### config.mk
export PLATFORM = sky130hd
export DESIGN_NAME = dmem_arbiter_flat
export DESIGN_NICKNAME = d
export VERILOG_FILES = /design/src/rtl/dmem_arbiter_if.sv /design/src/rtl/dmem_arbiter.sv /design/src/flat_wrapper.sv
export SDC_FILE = /design/constraint.sdc
export NUM_CORES = 1
export LEC_CHECK = 0
export CORE_AREA = 2 2 167 169
export CTS_CLUSTER_DIAMETER = 120
export DETAILED_ROUTE_END_ITERATION = 6
export DIE_AREA = 0 0 169 171
export PLACE_DENSITY = 0.69
export SYNTH_ARGS = -nofsm -noshare
export SYNTH_HDL_FRONTEND = slang
export SYNTH_SLANG_ARGS = --single-unit
### constraint.sdc
create_clock -name clk -period 1.55 [get_ports clk]
set_clock_uncertainty 0.1 [all_clocks]
set_input_delay 0.155 -clock clk [delete_from_list [all_inputs] [get_ports clk]]
set_output_delay 0.155 -clock clk [all_outputs]
set_load 0.01 [all_outputs]
### src/rtl/dmem_arbiter_if.sv
// dmem_arbiter_if: bundles the two requester ports (p0 = pipeline MEM stage,
// p1 = debug/loader) and the single-ported data-memory bus of dmem_arbiter.
//
// Handshake: a requester raises pX_req with pX_we/pX_addr/pX_wdata and holds
// all of them stable until it sees pX_gnt (a one-cycle pulse). pX_stall is
// pX_req & ~pX_gnt. req may drop in the gnt cycle. The result arrives as a
// one-cycle pX_rvalid pulse two cycles after gnt, with pX_rdata holding the
// load data (0 for a store) until the next pulse for that port. On the memory
// side mem_en is a one-cycle strobe and mem_rdata is valid the cycle after it.
interface dmem_arbiter_if #(
    parameter int ADDR_W = 8,
    parameter int DATA_W = 64
);
    // port 0
    logic              p0_req;
    logic              p0_we;
    logic [ADDR_W-1:0] p0_addr;
    logic [DATA_W-1:0] p0_wdata;
    logic              p0_gnt;
    logic              p0_stall;
    logic              p0_rvalid;
    logic [DATA_W-1:0] p0_rdata;
    // port 1
    logic              p1_req;
    logic              p1_we;
    logic [ADDR_W-1:0] p1_addr;
    logic [DATA_W-1:0] p1_wdata;
    logic              p1_gnt;
    logic              p1_stall;
    logic              p1_rvalid;
    logic [DATA_W-1:0] p1_rdata;
    // memory
    logic              mem_en;
    logic              mem_we;
    logic [ADDR_W-1:0] mem_addr;
    logic [DATA_W-1:0] mem_wdata;
    logic [DATA_W-1:0] mem_rdata;

    // arbiter side
    modport slave (
        input  p0_req, p0_we, p0_addr, p0_wdata,
        output p0_gnt, p0_stall, p0_rvalid, p0_rdata,
        input  p1_req, p1_we, p1_addr, p1_wdata,
        output p1_gnt, p1_stall, p1_rvalid, p1_rdata,
        output mem_en, mem_we, mem_addr, mem_wdata,
        input  mem_rdata
    );

    // requester + memory side
    modport master (
        output p0_req, p0_we, p0_addr, p0_wdata,
        input  p0_gnt, p0_stall, p0_rvalid, p0_rdata,
        output p1_req, p1_we, p1_addr, p1_wdata,
        input  p1_gnt, p1_stall, p1_rvalid, p1_rdata,
        input  mem_en, mem_we, mem_addr, mem_wdata,
        output mem_rdata
    );
endinterface

### src/rtl/dmem_arbiter.sv
// dmem_arbiter: two-port arbiter in front of a single-ported data memory.
// One access in flight at a time: IDLE/RESP -> ACC -> WAIT -> RESP, giving
// gnt one cycle and rvalid three cycles after the request is sampled.
// Optional macro DMEM_RR_ARB_EN: ties go to the port not granted most
// recently; without it port 0 always wins ties.
// dbg_state exposes the FSM state (IDLE=0, ACC=1, WAIT=2, RESP=3).
module dmem_arbiter #(
    parameter int ADDR_W = 8,
    parameter int DATA_W = 64
) (
    input  logic                clk,
    input  logic                rst,
    dmem_arbiter_if.slave       bus,
    output logic [1:0]          dbg_state
);

    typedef enum logic [1:0] {
        IDLE = 2'd0,
        ACC  = 2'd1,
        WAIT = 2'd2,
        RESP = 2'd3
    } state_t;

    state_t            state_q, state_d;
    logic              we_q, we_d;
    logic [ADDR_W-1:0] addr_q, addr_d;
    logic [DATA_W-1:0] wdata_q, wdata_d;
    logic              id_q, id_d;          // winner: 0 = port 0, 1 = port 1
    logic [DATA_W-1:0] p0_rdata_q, p0_rdata_d;
    logic [DATA_W-1:0] p1_rdata_q, p1_rdata_d;
    logic              pick_p1;

`ifdef DMEM_RR_ARB_EN
    logic              last_q, last_d;      // port granted most recently

    // Winner selection: a lone request wins, ties go to the other port than last time
    always_comb begin
        pick_p1 = bus.p1_req;
        if (bus.p0_req && bus.p1_req) begin
            pick_p1 = ~last_q;
        end
    end
`else
    // Winner selection: port 1 only wins when port 0 is not requesting
    always_comb begin
        pick_p1 = bus.p1_req & ~bus.p0_req;
    end
`endif

    // Next-state logic: arbitrate in IDLE/RESP, strobe memory in ACC, capture in WAIT
    always_comb begin
        state_d    = state_q;
        we_d       = we_q;
        addr_d     = addr_q;
        wdata_d    = wdata_q;
        id_d       = id_q;
        p0_rdata_d = p0_rdata_q;
        p1_rdata_d = p1_rdata_q;
`ifdef DMEM_RR_ARB_EN
        last_d     = last_q;
`endif
        case (state_q)
            IDLE, RESP: begin
                if (bus.p0_req || bus.p1_req) begin
                    state_d = ACC;
                    id_d    = pick_p1;
                    we_d    = pick_p1 ? bus.p1_we    : bus.p0_we;
                    addr_d  = pick_p1 ? bus.p1_addr  : bus.p0_addr;
                    wdata_d = pick_p1 ? bus.p1_wdata : bus.p0_wdata;
`ifdef DMEM_RR_ARB_EN
                    last_d  = pick_p1;
`endif
                end else begin
                    state_d = IDLE;
                end
            end
            ACC: begin
                state_d = WAIT;
            end
            WAIT: begin
                // a store reports 0 so the requester never sees stale load data
                if (id_q) begin
                    p1_rdata_d = we_q ? '0 : bus.mem_rdata;
                end else begin
                    p0_rdata_d = we_q ? '0 : bus.mem_rdata;
                end
                state_d = RESP;
            end
            default: begin
                state_d = IDLE;
            end
        endcase
    end

    // State and latch registers; reset abandons any access in flight
    always_ff @(posedge clk) begin
        if (rst) begin
            state_q    <= IDLE;
            we_q       <= 1'b0;
            addr_q     <= '0;
            wdata_q    <= '0;
            id_q       <= 1'b0;
            p0_rdata_q <= '0;
            p1_rdata_q <= '0;
`ifdef DMEM_RR_ARB_EN
            last_q     <= 1'b1;
`endif
        end else begin
            state_q    <= state_d;
            we_q       <= we_d;
            addr_q     <= addr_d;
            wdata_q    <= wdata_d;
            id_q       <= id_d;
            p0_rdata_q <= p0_rdata_d;
            p1_rdata_q <= p1_rdata_d;
`ifdef DMEM_RR_ARB_EN
            last_q     <= last_d;
`endif
        end
    end

    // Outputs decoded from state: memory bus is zero outside ACC
    always_comb begin
        bus.mem_en    = (state_q == ACC);
        bus.mem_we    = (state_q == ACC) & we_q;
        bus.mem_addr  = (state_q == ACC) ? addr_q  : '0;
        bus.mem_wdata = (state_q == ACC) ? wdata_q : '0;

        bus.p0_gnt    = (state_q == ACC)  & ~id_q;
        bus.p1_gnt    = (state_q == ACC)  &  id_q;
        bus.p0_rvalid = (state_q == RESP) & ~id_q;
        bus.p1_rvalid = (state_q == RESP) &  id_q;
        bus.p0_stall  = bus.p0_req & ~bus.p0_gnt;
        bus.p1_stall  = bus.p1_req & ~bus.p1_gnt;
        bus.p0_rdata  = p0_rdata_q;
        bus.p1_rdata  = p1_rdata_q;

        dbg_state     = state_q;
    end

endmodule
### src/flat_wrapper.sv
// flat-port wrapper written by rule: the top's interface ports become plain ports
module dmem_arbiter_flat 
#(
    parameter int ADDR_W = 8,
    parameter int DATA_W = 64
)
  (clk, rst, dbg_state, bus_p0_req, bus_p0_we, bus_p0_addr, bus_p0_wdata, bus_p0_gnt, bus_p0_stall, bus_p0_rvalid, bus_p0_rdata, bus_p1_req, bus_p1_we, bus_p1_addr, bus_p1_wdata, bus_p1_gnt, bus_p1_stall, bus_p1_rvalid, bus_p1_rdata, bus_mem_en, bus_mem_we, bus_mem_addr, bus_mem_wdata, bus_mem_rdata);
  dmem_arbiter_if #(.ADDR_W(ADDR_W), .DATA_W(DATA_W)) bus_i ();
  input  logic clk;
  input  logic rst;
  output logic [1:0] dbg_state;
  input wire logic [$bits(bus_i.p0_req)-1:0] bus_p0_req;
  input wire logic [$bits(bus_i.p0_we)-1:0] bus_p0_we;
  input wire logic [$bits(bus_i.p0_addr)-1:0] bus_p0_addr;
  input wire logic [$bits(bus_i.p0_wdata)-1:0] bus_p0_wdata;
  output wire logic [$bits(bus_i.p0_gnt)-1:0] bus_p0_gnt;
  output wire logic [$bits(bus_i.p0_stall)-1:0] bus_p0_stall;
  output wire logic [$bits(bus_i.p0_rvalid)-1:0] bus_p0_rvalid;
  output wire logic [$bits(bus_i.p0_rdata)-1:0] bus_p0_rdata;
  input wire logic [$bits(bus_i.p1_req)-1:0] bus_p1_req;
  input wire logic [$bits(bus_i.p1_we)-1:0] bus_p1_we;
  input wire logic [$bits(bus_i.p1_addr)-1:0] bus_p1_addr;
  input wire logic [$bits(bus_i.p1_wdata)-1:0] bus_p1_wdata;
  output wire logic [$bits(bus_i.p1_gnt)-1:0] bus_p1_gnt;
  output wire logic [$bits(bus_i.p1_stall)-1:0] bus_p1_stall;
  output wire logic [$bits(bus_i.p1_rvalid)-1:0] bus_p1_rvalid;
  output wire logic [$bits(bus_i.p1_rdata)-1:0] bus_p1_rdata;
  output wire logic [$bits(bus_i.mem_en)-1:0] bus_mem_en;
  output wire logic [$bits(bus_i.mem_we)-1:0] bus_mem_we;
  output wire logic [$bits(bus_i.mem_addr)-1:0] bus_mem_addr;
  output wire logic [$bits(bus_i.mem_wdata)-1:0] bus_mem_wdata;
  input wire logic [$bits(bus_i.mem_rdata)-1:0] bus_mem_rdata;
  assign bus_i.p0_req = bus_p0_req;
  assign bus_i.p0_we = bus_p0_we;
  assign bus_i.p0_addr = bus_p0_addr;
  assign bus_i.p0_wdata = bus_p0_wdata;
  assign bus_p0_gnt = bus_i.p0_gnt;
  assign bus_p0_stall = bus_i.p0_stall;
  assign bus_p0_rvalid = bus_i.p0_rvalid;
  assign bus_p0_rdata = bus_i.p0_rdata;
  assign bus_i.p1_req = bus_p1_req;
  assign bus_i.p1_we = bus_p1_we;
  assign bus_i.p1_addr = bus_p1_addr;
  assign bus_i.p1_wdata = bus_p1_wdata;
  assign bus_p1_gnt = bus_i.p1_gnt;
  assign bus_p1_stall = bus_i.p1_stall;
  assign bus_p1_rvalid = bus_i.p1_rvalid;
  assign bus_p1_rdata = bus_i.p1_rdata;
  assign bus_mem_en = bus_i.mem_en;
  assign bus_mem_we = bus_i.mem_we;
  assign bus_mem_addr = bus_i.mem_addr;
  assign bus_mem_wdata = bus_i.mem_wdata;
  assign bus_i.mem_rdata = bus_mem_rdata;
  dmem_arbiter #(.ADDR_W(ADDR_W), .DATA_W(DATA_W)) u_core (.clk(clk), .rst(rst), .bus(bus_i), .dbg_state(dbg_state));
endmodule
==> results.cfg <==
[place]
gpl.final_weighted_congestion = 0.832
dpl.cell_count = 1874
place.detailed.hpwl_mm = 23.4
io_buffers = 423
place_area_um2 = 13700
worst_setup_timing_slack_at_the_placement_stage_ns = -0.316

[outcome]
result_of_the_run = finished with violations
violated_checks = setup timing

[worst_setup_path]
timing.critical_path.mode_cell = buf_12
crit-reg2reg-capture = u_core.wdata_q[10]
cp_slowest_stage_delay_ns = 0.33
worst-endpoint-arrival_ns = 2.24
critical_path.startpoint_type = flop
setup.worst_path.class = flop to flop
worst_ep_required_time_ns = 1.86
r2r_start = u_core.dbg_state[1]
ff2ff_setup_slack_ns = -0.38
critical_path.max_fanout = 5
crit_path_cell_trace = buf_4, ha_4, o21a_4, buf_12, buf_12, buf_8, buf_12, buf_16, a311oi_2
critPathBufInv = 6
critical_path.slowest_cell = dfxtp_2
dominant_delay_contributor_by_cell_family_on_the_critical_path = buffers and inverters
timing.reg2reg.worst_path_depth = 9
timing.critical_path.to_type = flop

[die]
placement_rows = 61
initial_utilization = 0.320
die_y_um = 171
die_w_um = 169
floorplan.core_area_um2 = 27300
die_area_um2 = 28900
number_of_placed_i_o_pins = 424

[cts]
cts.clk_slew.worst_paths_ns = 0.06
clockRootBuffer = clkbuf_16
cts_tree = built
ctsHoldBuffers = 0
clock_sinks = 204
skew_pair_late_insertion_delay_ns = 0.50
numCtsBuffers = 23
cts-htree-levels = 1
cts_buffer_depth = 3

[power_and_ir_drop]
power.density_nw_per_um2 = 1560
vdd.ir_drop.worst_v = 0.000901
total_power_w = 0.0264
leakage_nw = 7.26

[flow_run]
max_cap_violations = 0

[final_layout]
finish.utilization = 0.619
drive_gt1_frac = 0.320
net_count_of_the_finished_layout = 1847
area_growth_pct = 93.5
fillCellCount = 2254
design_area_um2 = 16900
post_layout_nonfiller_instances = 1994

[routing]
vias = 10100
final_antenna_net_count = 0
route.detailed.wl_per_inst_um = 20.3
drt_first_pass_iters = 5
routed_wl_mm = 40.6
drc = 0
vias_per_cell = 5.07
drt_iter0_drc = 558

[sta]
period_share = 1.25
worst_slew_pin_slew_ns = 0.471
final_critical_path_setup_slack_ns = -0.384
relSlewSlack = 0.686
final-hold-violation-count = 0
slew_viol_final = 0
finalSetupViolations = 246
finalCriticalPeriod_ns = 1.93
max_clock_freq_mhz = 517
rsz0062_at_grt = yes

[synth]
synth.avg_cell_area_um2 = 7.66
netlist_area_um2 = 8740
synth-seq-area-share = 0.467
ys_types = 19
synthCells = 1141
ys_seq_elements = 204
mappedNetlistNets = 1360
ys_warn_count = 0

[min_path]
min-delay-path-class = primary input to flop
worstHoldStart = rst
hold_depth = 2
whs_endpoint = u_core.wdata_q[20]

[grt]
first_global_vias = 9664
antenna_found_initial = 5
pin_count_of_the_biggest_net_entering_global_routing = 50
global_route.overflow_total = 0
grt_use_total = 0.241
grt_pass1_wl_mm = 54.5
## power breakdown
group / total (W) / leakage [nW] / switching (W) / internal [W]
Sequential: 0.00718 / 1.67 / 0.000818 / 0.00636
Combinational: 0.0136 / 5.21 / 0.00627 / 0.00731
Clock: 0.00563 / 0.382 / 0.00229 / 0.00334
## worst reg2reg max path: cells and delay by family, from the launching register on
kind | cells | cell delay, ns
AO/OA/AOI/OAI | 2 | 0.33
adder cells (fa/ha/maj) | 1 | 0.26
buffers and inverters | 6 | 0.82
flip-flops | 1 | 0.33
## area by class of cell
type                    count  area [um2]  area share
inverters                   3        13.8    0.000814
well taps                 346         433      0.0256
repair buffers            558        6140       0.363
multi-input cells         838        5450       0.323
clock inverters             9        97.6     0.00577
clock buffers              32         669      0.0396
diodes                      4        10.0    0.000592
flip-flops and latches    204        4090       0.242
## stage by stage
step           hold WS [ns]  setup TNS (ns)
6_report             0.0494          -45.67
5_1_grt              0.0649          -61.81
4_1_cts              0.0112          -44.74
3_5_place_dp          0.346          -33.39
3_3_place_gp          0.341          -30.09
2_1_floorplan         0.155               0
## Yosys cell counts
cell type  instances  area, um2
nand2_1          403       1510
dfxtp_1          204       4080
a21oi_1          130        651
and2_1            76        475
nor2_1            75        282
a311oi_1          73        639
nor2b_1           53        332
buf_2             44        220
clkbuf_1          35        131
nor2b_2           10       87.6
buf_6              9        101
buf_4              8       60.1
and2b_1            7       52.6
ha_1               5       62.6
inv_1              3       11.3
clkbuf_2           2       10.0
nand2b_1           2       12.5
a211oi_1           1       7.51
o21a_2             1       8.76
## cell usage in the layout (no fill, tap or decap), types with 51 or more instances in the layout
cell type / count
a21oi_1: 65
a21oi_2: 65
a311oi_2: 52
buf_2: 52
buf_6: 60
clkdlybuf4s50_1: 212
dfxtp_1: 200
dlygate4sd2_1: 128
nand2_1: 346
nand2_4: 51
## kinds of logic after synthesis
family	after synthesis	synth area share
AOI/OAI and AO/OA	205	0.149
buffers and inverters	101	0.0611
and+or+nand+nor	626	0.315
DFF	204	0.467
adders and majority gates	5	0.00716
## registers in the layout (all words and copies together) (netlist names)
register / cells
u_core.bus.p0_rdata: 64
u_core.dbg_state: 2
u_core.wdata_q: 64
u_core.addr_q: 8
u_core.id_q: 1
u_core.bus.p1_rdata: 64
u_core.we_q: 1
## worst max path at each step
stage / startpoint / to / slack (ns) / cells after the start
3_3_place_gp: u_core.dbg_state[1] / bus_mem_wdata[0] / -0.27 / 5
4_1_cts: u_core.dbg_state[1] / bus_mem_wdata[45] / -0.38 / 6
3_5_place_dp: bus_p1_req / u_core.wdata_q[40] / -0.32 / 5
6_report: u_core.dbg_state[1] / u_core.wdata_q[10] / -0.38 / 9
5_1_grt: u_core.dbg_state[1] / bus_mem_wdata[30] / -0.44 / 6
2_1_floorplan: u_core.dbg_state[0] / u_core.we_q / 0.0001 / 7
## routing by layer
| layer | GRT usage | wire [um] | vias up | part of all wire |
|---|---|---|---|---|
| met1 | 0.275 | 15300 | 4820 | 0.38 |
| met3 | 0.0578 | 2890 | 108 | 0.071 |
| met2 | 0.427 | 20600 | 439 | 0.51 |
| li1 | - | - | 4740 | - |
| met5 | 0 | 13 | - | 0.00032 |
| met4 | 0.107 | 1820 | 2 | 0.045 |
## what timing repair did
action | CTS | global route
pin swaps | 56 | 116
gates cloned | 23 | 21
setup endpoints to repair | 310 | 271
gates resized for setup | 621 | 265
buffers inserted | 24 | 14
No activity file was read; power rests on OpenSTA's default activity.
